$ cat config.mk
export PLATFORM = sky130hd
export DESIGN_NAME = hazard_ctrl
export DESIGN_NICKNAME = d
export VERILOG_FILES = /design/src/rtl/hazard_pkg.sv /design/src/rtl/hazard_perf_cnt.sv /design/src/rtl/hazard_ctrl.sv
export SDC_FILE = /design/constraint.sdc
export NUM_CORES = 1
export LEC_CHECK = 0
export CAP_MARGIN = 20
export CORE_MARGIN = 1
export CORE_UTILIZATION = 31
export DETAILED_ROUTE_END_ITERATION = 8
export HOLD_SLACK_MARGIN = 0.15
export PLACE_DENSITY = 0.87
export SYNTH_ARGS = -nofsm -noshare
export SYNTH_HDL_FRONTEND = slang
export SYNTH_SLANG_ARGS = --single-unit
$ cat constraint.sdc
create_clock -name clk_i -period 2.9 [get_ports clk_i]
set_input_delay 0.29 -clock clk_i [delete_from_list [all_inputs] [get_ports clk_i]]
set_output_delay 0.29 -clock clk_i [all_outputs]
set_load 0.01 [all_outputs]
$ cat src/rtl/hazard_pkg.sv
// Shared definitions for the ID-stage hazard controller: FSM encoding,
// the x0 register index and the opcode constants also used by Control.
package hazard_pkg;

  typedef enum logic {
    RUN   = 1'b0,
    MWAIT = 1'b1
  } hz_state_e;

  localparam logic [4:0] REG_X0 = 5'd0;

  localparam logic [6:0] OP_R      = 7'b0110011;
  localparam logic [6:0] OP_LOAD   = 7'b0000011;
  localparam logic [6:0] OP_STORE  = 7'b0100011;
  localparam logic [6:0] OP_BRANCH = 7'b1100011;

endpackage

$ cat src/rtl/hazard_perf_cnt.sv
// Saturating event counter with enable; holds at all-ones instead of wrapping.
module hazard_perf_cnt #(
  parameter int W = 32
) (
  input  logic         i_clk,
  input  logic         i_rst_n,
  input  logic         i_en,
  output logic [W-1:0] o_cnt
);

  logic [W-1:0] r_cnt;

  always_ff @(posedge i_clk or negedge i_rst_n) begin
    if (!i_rst_n)                  r_cnt <= '0;
    else if (i_en && r_cnt != '1)  r_cnt <= r_cnt + W'(1);
  end

  assign o_cnt = r_cnt;

endmodule

$ cat src/rtl/hazard_ctrl.sv
// 5-stage pipeline hazard controller: memory freeze > load-use bubble > branch flush.
// Optional performance counters are built only when HAZARD_PERF_EN is defined.
module hazard_ctrl
  import hazard_pkg::*;
#(
  parameter int MEM_LAT = 3,
  parameter int CNT_W   = 4,
  parameter int PERF_W  = 32
) (
  input  logic              clk_i,
  input  logic              rst_i,
  input  logic              idex_memread_i,
  input  logic [4:0]        idex_rd_i,
  input  logic [4:0]        ifid_rs1_i,
  input  logic [4:0]        ifid_rs2_i,
  input  logic              ifid_use_rs2_i,
  input  logic              branch_taken_i,
  input  logic              exmem_memacc_i,
  output logic              noop_o,
  output logic              pc_write_o,
  output logic              ifid_write_o,
  output logic              ifid_flush_o,
  output logic              pipe_stall_o,
  output logic [PERF_W-1:0] perf_loaduse_o,
  output logic [PERF_W-1:0] perf_memstall_o,
  output logic [PERF_W-1:0] perf_flush_o
);

  // The trigger cycle is itself a freeze cycle, so MWAIT only covers the rest.
  localparam bit               MEM_STALL_EN = (MEM_LAT > 1);
  localparam logic [CNT_W-1:0] CNT_INIT     = CNT_W'((MEM_LAT > 1) ? MEM_LAT - 2 : 0);

  hz_state_e        r_state, w_state_nxt;
  logic [CNT_W-1:0] r_cnt, w_cnt_nxt;
  logic             w_freeze;
  logic             w_loaduse;

  assign w_loaduse = idex_memread_i && (idex_rd_i != REG_X0) &&
                     ((idex_rd_i == ifid_rs1_i) ||
                      (ifid_use_rs2_i && (idex_rd_i == ifid_rs2_i)));

  always_ff @(posedge clk_i or negedge rst_i) begin
    if (!rst_i) begin
      r_state <= RUN;
      r_cnt   <= '0;
    end else begin
      r_state <= w_state_nxt;
      r_cnt   <= w_cnt_nxt;
    end
  end

  always_comb begin
    w_state_nxt  = r_state;
    w_cnt_nxt    = r_cnt;
    w_freeze     = 1'b0;
    noop_o       = 1'b0;
    pc_write_o   = 1'b1;
    ifid_write_o = 1'b1;
    ifid_flush_o = 1'b0;
    pipe_stall_o = 1'b0;

    case (r_state)
      RUN: begin
        if (MEM_STALL_EN && exmem_memacc_i) begin
          w_freeze    = 1'b1;
          w_state_nxt = MWAIT;
          w_cnt_nxt   = CNT_INIT;
        end
      end
      MWAIT: begin
        // Release cycle ignores memacc so the access in MEM cannot retrigger.
        if (r_cnt != '0) begin
          w_freeze  = 1'b1;
          w_cnt_nxt = r_cnt - CNT_W'(1);
        end else begin
          w_state_nxt = RUN;
        end
      end
      default: w_state_nxt = RUN;
    endcase

    if (rst_i) begin
      if (w_freeze) begin
        pipe_stall_o = 1'b1;
        pc_write_o   = 1'b0;
        ifid_write_o = 1'b0;
      end else if (w_loaduse) begin
        noop_o       = 1'b1;
        pc_write_o   = 1'b0;
        ifid_write_o = 1'b0;
      end else if (branch_taken_i) begin
        ifid_flush_o = 1'b1;
      end
    end
  end

`ifdef HAZARD_PERF_EN
  hazard_perf_cnt #(.W(PERF_W)) u_perf_loaduse (
    .i_clk(clk_i), .i_rst_n(rst_i), .i_en(noop_o),       .o_cnt(perf_loaduse_o)
  );
  hazard_perf_cnt #(.W(PERF_W)) u_perf_memstall (
    .i_clk(clk_i), .i_rst_n(rst_i), .i_en(pipe_stall_o), .o_cnt(perf_memstall_o)
  );
  hazard_perf_cnt #(.W(PERF_W)) u_perf_flush (
    .i_clk(clk_i), .i_rst_n(rst_i), .i_en(ifid_flush_o), .o_cnt(perf_flush_o)
  );
`else
  assign perf_loaduse_o  = '0;
  assign perf_memstall_o = '0;
  assign perf_flush_o    = '0;
`endif

endmodule

==> flow_summary.json, run 1 <==
{
  "status": "complete, no violations",
  "finalCritPeriodShare_pct": 90.25,
  "syn_inst": 144,
  "synthToLayoutAreaGrowth_pct": -1.633,
  "cp-startpoint": "r_cnt[0]",
  "firstDrtPassIters": 2,
  "cts_max_level": 1,
  "cts_resized": 0,
  "final_common_cell": "conb_1",
  "vias": 658,
  "layout_setup_ws_ps": 282.6,
  "synth_compound_area_share_pct": 4.026,
  "rows": 21,
  "wl_per_cell_um": 6.839,
  "grt_antenna_before_repair": 0,
  "routed_wl_um": 1484,
  "grt_pass1_vias": 424,
  "io_pins": 122,
  "syn-cell-area_sq_um": 1150,
  "ys_seq_elements": 5,
  "drcViolationCount": 0,
  "insertion_delay_ps": 220,
  "clkPwrFrac_pct": 22.0,
  "cts_sinks": 5,
  "cp_cell_sequence": "inv_1, ha_1, or3b_4, mux2i_4, nor2b_1, a31oi_1, clkdlybuf4s50_1",
  "portBuffers": 25,
  "worst_path_largest_cell_delay_ps": 570,
  "syn_avg_cell_area_sq_um": 7.985,
  "startpoint_type": "flip-flop",
  "seq_area_frac_synth_pct": 10.88,
  "multiInputGateArea_sq_um": 638.1,
  "final_max_slew_viol_count": 0,
  "gp_congestion": 0.7702,
  "ctsLongestPathBuffers": 2,
  "ant_nets": 0,
  "pwr-share-seq_pct": 24.1,
  "synthArstFlopShare_pct": 100.0,
  "arrival_ps": 2330,
  "path_class": "reg -> out",
  "critPathBufInv": 2,
  "p_switching_uw": 233.3,
  "nNetsFinal": 195,
  "cp_max_fo": 6,
  "fin_skew_ps": 1.470,
  "placed_area_sq_um": 1086,
  "die_height_um": 62.91,
  "combPwrFrac_pct": 53.9,
  "yosys.cell_types.count": 22,
  "layout-drive-gt1-share_pct": 2.924,
  "cp_slowest_cell": "clkdlybuf4s50_1",
  "fillers": 377,
  "die_area_sq_um": 3957,
  "rsz0062_at_grt": "no",
  "worst_ep_required_time_ps": 2610,
  "netSwitchingFraction_pct": 40.69,
  "finalPower_uw": 573.3,
  "hp-class": "in -> async",
  "hold_buffers": 0,
  "setup_viol": 0,
  "hold_viol": 0,
  "clk_pin_slew_worst_paths_ps": 30,
  "dr.first_iter.drc_count": 6,
  "gr-usage-all-layers_pct": 6.596,
  "pre_cts_slack_ps": 279.5,
  "end_kind": "primary output",
  "cts_root_buffer": "clkbuf_8",
  "ir_worst_vdd_mv": 0.1366,
  "synth_top_family_by_area": "buffers and inverters",
  "p_leak_uw": 0.0005984,
  "setup-tns-final_ps": 0,
  "synth_simple_gate_area_share_pct": 6.855,
  "hpwl_um": 1417,
  "tritoncts": "done",
  "fmax_mhz": 382.1,
  "grt_max_degree": 10,
  "die_x_um": 62.91,
  "seqCellArea_sq_um": 125.1,
  "ys.warnings.count": 0,
  "grt_overflow": 0,
  "post_synth_fa_ha_maj_area_fraction_pct": 2.176,
  "core_area_sq_um": 3442,
  "path_delay_family": "buffers and inverters",
  "cts_setup_buffers": 0,
  "cts_made_buffers": 3,
  "drv_cap": 0,
  "grt_pass1_wl_um": 1980,
  "instances_no_fill": 217,
  "n_antenna_cell": 0,
  "final_cell_mix": "96 x conb_1, 25 x clkdlybuf4s50_1, 11 x xnor2_1",
  "initial_core_util_pct": 33.41,
  "design_area_sq_um": 1131,
  "synth_mux_area_share_pct": 1.959,
  "via_per_inst": 3.032,
  "synth_edf_count": 0,
  "synthXorXnorAreaFrac_pct": 9.140,
  "dp.cells": 213,
  "p_int_uw": 340.0,
  "ys_dominant_reg_cell": "dfrtp_1",
  "power.density_nw_per_um2": 506.9,
  "period_minus_slack_ps": 2617,
  "rr_startpoint": "r_cnt[0]"
}
==> layout make-up <==
cell class | count | share of cell area [%]
clock buffers | 4 | 3.982
inverters | 4 | 1.327
multi-input cells | 133 | 56.42
flip-flops and latches | 5 | 11.06
well taps | 46 | 5.089
repair buffers | 25 | 22.12
==> worst register-to-register path: stages, from the launching register on <==
cell and delay (ps):
dfrtp_1 370, inv_1 110, ha_1 140, or3b_4 390, mux2i_4 220, inv_1 90, o22ai_1 130
==> stage by stage <==
| step | utilization (%) | hold slack, ps |
|---|---|---|
| 2_1_floorplan | - | -5.591 |
| 3_3_place_gp | 31.55 | 519.4 |
| 3_5_place_dp | 31.55 | 525.3 |
| 4_1_cts | 32.86 | 348.9 |
| 5_1_grt | 32.86 | 362.9 |
| 6_report | 32.86 | 343.6 |
==> synthesized netlist by cell type, drive strengths merged (2+ instances only) <==
master	number	share of area [%]
buf	97	63
xnor2	11	8.4
dfrtp	5	11
inv	4	1.3
nand2	4	1.3
a21oi	3	1.3
nand3	3	1.3
ha	2	2.2
o22ai	2	1.1
==> flip-flops by register name, indices dropped and copies added (netlist names) <==
| name | count |
|---|---|
| r_state | 1 |
| r_cnt | 4 |
==> final timing paths <==
check | end | depth (start not counted) | slack, ps
max reg2reg | r_cnt[1] | 6 | 1350
min in group clk_i | r_cnt[3] | 2 | 530
max in group asynchronous | r_cnt[1] | 1 | 2310
max | ifid_write_o | 7 | 280
min | r_cnt[3] | 1 | 340
min reg2reg | r_cnt[3] | 2 | 530
==> layer usage <==
metal	GRT usage, %	share of wire (%)	up-vias	wire length [um]
met1	6.448	29	289	426
met4	4.360	0.94	0	14
li1	-	-	311	-
met5	0	0	-	0
met2	12.10	60	56	896
met3	1.642	9.8	2	146
==> power by group through the flow <==
stage	combinational [uW]	clock (uW)	sequential (uW)
5_1_grt	349	137	143
3_5_place_dp	313	0	140
4_1_cts	313	130	139
6_report	309	126	138
2_1_floorplan	322	0	133
3_3_place_gp	303	0	137
==> logic make-up (layout without fill, tap and decap cells) <==
family | Yosys count | after routing
adders and majority gates | 2 | 2
DFF | 5 | 5
xor gates and xnor gates | 12 | 12
buffers and inverters | 101 | 33
and+or+nand+nor | 14 | 14
AOI/OAI and AO/OA | 8 | 8
other | 1 | 96
muxes | 1 | 1
Note: power is estimated with default switching activity, not from simulation.
==> run 2, diff against run 1 <==
--- a/config.mk
+++ b/config.mk
@@ -7,10 +7,11 @@
 export LEC_CHECK = 0
 export CAP_MARGIN = 20
 export CORE_MARGIN = 1
-export CORE_UTILIZATION = 31
+export CORE_UTILIZATION = 29
 export DETAILED_ROUTE_END_ITERATION = 8
+export GPL_TIMING_DRIVEN = 0
 export HOLD_SLACK_MARGIN = 0.15
-export PLACE_DENSITY = 0.87
+export PLACE_DENSITY = 0.82
 export SYNTH_ARGS = -nofsm -noshare
 export SYNTH_HDL_FRONTEND = slang
 export SYNTH_SLANG_ARGS = --single-unit
==> constraint.sdc (replaced) <==
create_clock -name clk_i -period 2.7 [get_ports clk_i]
set_input_delay 0.27 -clock clk_i [delete_from_list [all_inputs] [get_ports clk_i]]
set_output_delay 0.27 -clock clk_i [all_outputs]
set_load 0.01 [all_outputs]
==> flow_summary.json, run 2 (synthesis results as in run 1) <==
{
  "status": "complete, no violations",
  "gp_congestion": 0.8434,
  "hpwl_um": 1961,
  "die_height_um": 64.97,
  "drv_cap": 0,
  "io_pins": 122,
  "core_area_sq_um": 3744,
  "reg2reg_slack_ps": 1010,
  "period_minus_slack_ps": 2491,
  "grt_pass1_vias": 709,
  "insertion_delay_ps": 230,
  "pre_cts_slack_ps": -41.77,
  "path_class": "reg -> out",
  "die_area_sq_um": 4221,
  "finalCritPeriodShare_pct": 92.25,
  "cts_max_level": 1,
  "synthToLayoutAreaGrowth_pct": 64.31,
  "cts_root_buffer": "clkbuf_8",
  "arrival_ps": 2220,
  "fillers": 358,
  "biggestRegsByFlops": "r_cnt (4), r_state (1)",
  "clk_pin_slew_worst_paths_ps": 40,
  "layout-drive-gt1-share_pct": 39.11,
  "final_cell_mix": "100 x buf_4, 96 x conb_1, 23 x clkdlybuf4s50_1",
  "fmax_mhz": 401.5,
  "routed_wl_um": 2114,
  "grt_overflow": 0,
  "seqCellArea_sq_um": 125.1,
  "hold_buffers": 0,
  "ant_nets": 0,
  "hp-class": "in -> async",
  "rsz0062_at_grt": "no",
  "multiInputGateArea_sq_um": 638.1,
  "grt_antenna_before_repair": 0,
  "portBuffers": 25,
  "final_max_slew_viol_count": 0,
  "startpoint_type": "flip-flop",
  "vias": 936,
  "rows": 22,
  "ctsLongestPathBuffers": 2,
  "hold_ws_ps": 324.9,
  "dp.cells": 312,
  "layout_setup_ws_ps": 209.3,
  "instances_no_fill": 319,
  "wl_per_cell_um": 6.627,
  "worst_ep_required_time_ps": 2430,
  "cts_made_buffers": 3,
  "fin_skew_ps": 3.018,
  "cp_max_fo": 4,
  "n_antenna_cell": 0,
  "gr-usage-all-layers_pct": 9.091,
  "initial_core_util_pct": 30.72,
  "finalPower_uw": 769.4,
  "cts_sinks": 5,
  "die_x_um": 64.97,
  "grt_pass1_wl_um": 2932,
  "ir_worst_vdd_mv": 0.3200,
  "p_leak_uw": 0.001156,
  "largest_register_ffs": 4,
  "nNetsFinal": 295,
  "hold_viol": 0,
  "final_common_cell": "buf_4",
  "grt_max_degree": 10,
  "drcViolationCount": 0,
  "via_per_inst": 2.934,
  "dr.first_iter.drc_count": 3,
  "firstDrtPassIters": 2,
  "end_kind": "primary output",
  "tritoncts": "done",
  "setup_viol": 0,
  "power.density_nw_per_um2": 407.2,
  "regMostFlops": "r_cnt"
}
==> run 2: changes by cell type in the layout (fill, tap and decap cells not counted) <==
cell             change
buf_4              +100
inv_1                -1
inv_2                +1
clkdlybuf4s50_1      -2
dlymetal6s2s_1       +2
==> run 2: timing repair <==
item | 4_1_cts | 5_1_grt
resized for setup | 0 | 3
setup buffers | 3 | 0
endpoints found under the setup margin | 2 | 2
==> run 2: through the flow <==
step	util, %	TNS [ps]	area (sq um)
3_3_place_gp	48.53	-79.50	1817
2_1_floorplan	-	0	1506
5_1_grt	50.47	0	1889
4_1_cts	50.33	0	1884
3_5_place_dp	48.53	-41.77	1817
6_report	50.47	0	1889
==> run 2: path summary, 6_finish.rpt <==
check                          endpoint      from  depth (start not counted)
max                        ifid_flush_o  r_cnt[0]                          7
min                            r_cnt[0]     rst_i                          1
max reg2reg                    r_cnt[1]  r_cnt[0]                          8
min reg2reg                    r_cnt[3]  r_cnt[3]                          2
max in group asynchronous      r_cnt[2]     rst_i                          1
min in group clk_i             r_cnt[3]  r_cnt[3]                          2
==> run 2: area by class of cell <==
cell class	instances	share of cell area [%]
Buffer	97	38.54
Clock buffer	4	2.384
Inverter	4	0.7947
Multi-Input combinational cell	133	33.77
Sequential cell	5	6.623
Tap cell	48	3.179
Timing Repair Buffer	28	14.70
==> run 2: report_power, final <==
| group | leakage (uW) | total (uW) | switching [uW] | internal (uW) |
|---|---|---|---|---|
| clock | 0.0000228 | 142 | 40.3 | 102 |
| combinational | 0.00108 | 477 | 211 | 265 |
| sequential | 0.0000579 | 151 | 35.1 | 116 |
| total | 0.00116 | 769 | 287 | 483 |
==> run 2: layer usage <==
metal	GRT usage (%)	part of all wire (%)
met5	0	0
met1	7.692	30
met3	4.577	18
met2	17.32	51
met4	4.167	1.1
==> run 2: worst max-delay path: stages, from the launching register on <==
cell	delay, ps
dfrtp_1	380
inv_2	90
ha_1	130
or3b_4	400
mux2i_4	200
nand3_1	100
a21oi_1	130
clkdlybuf4s50_1	560
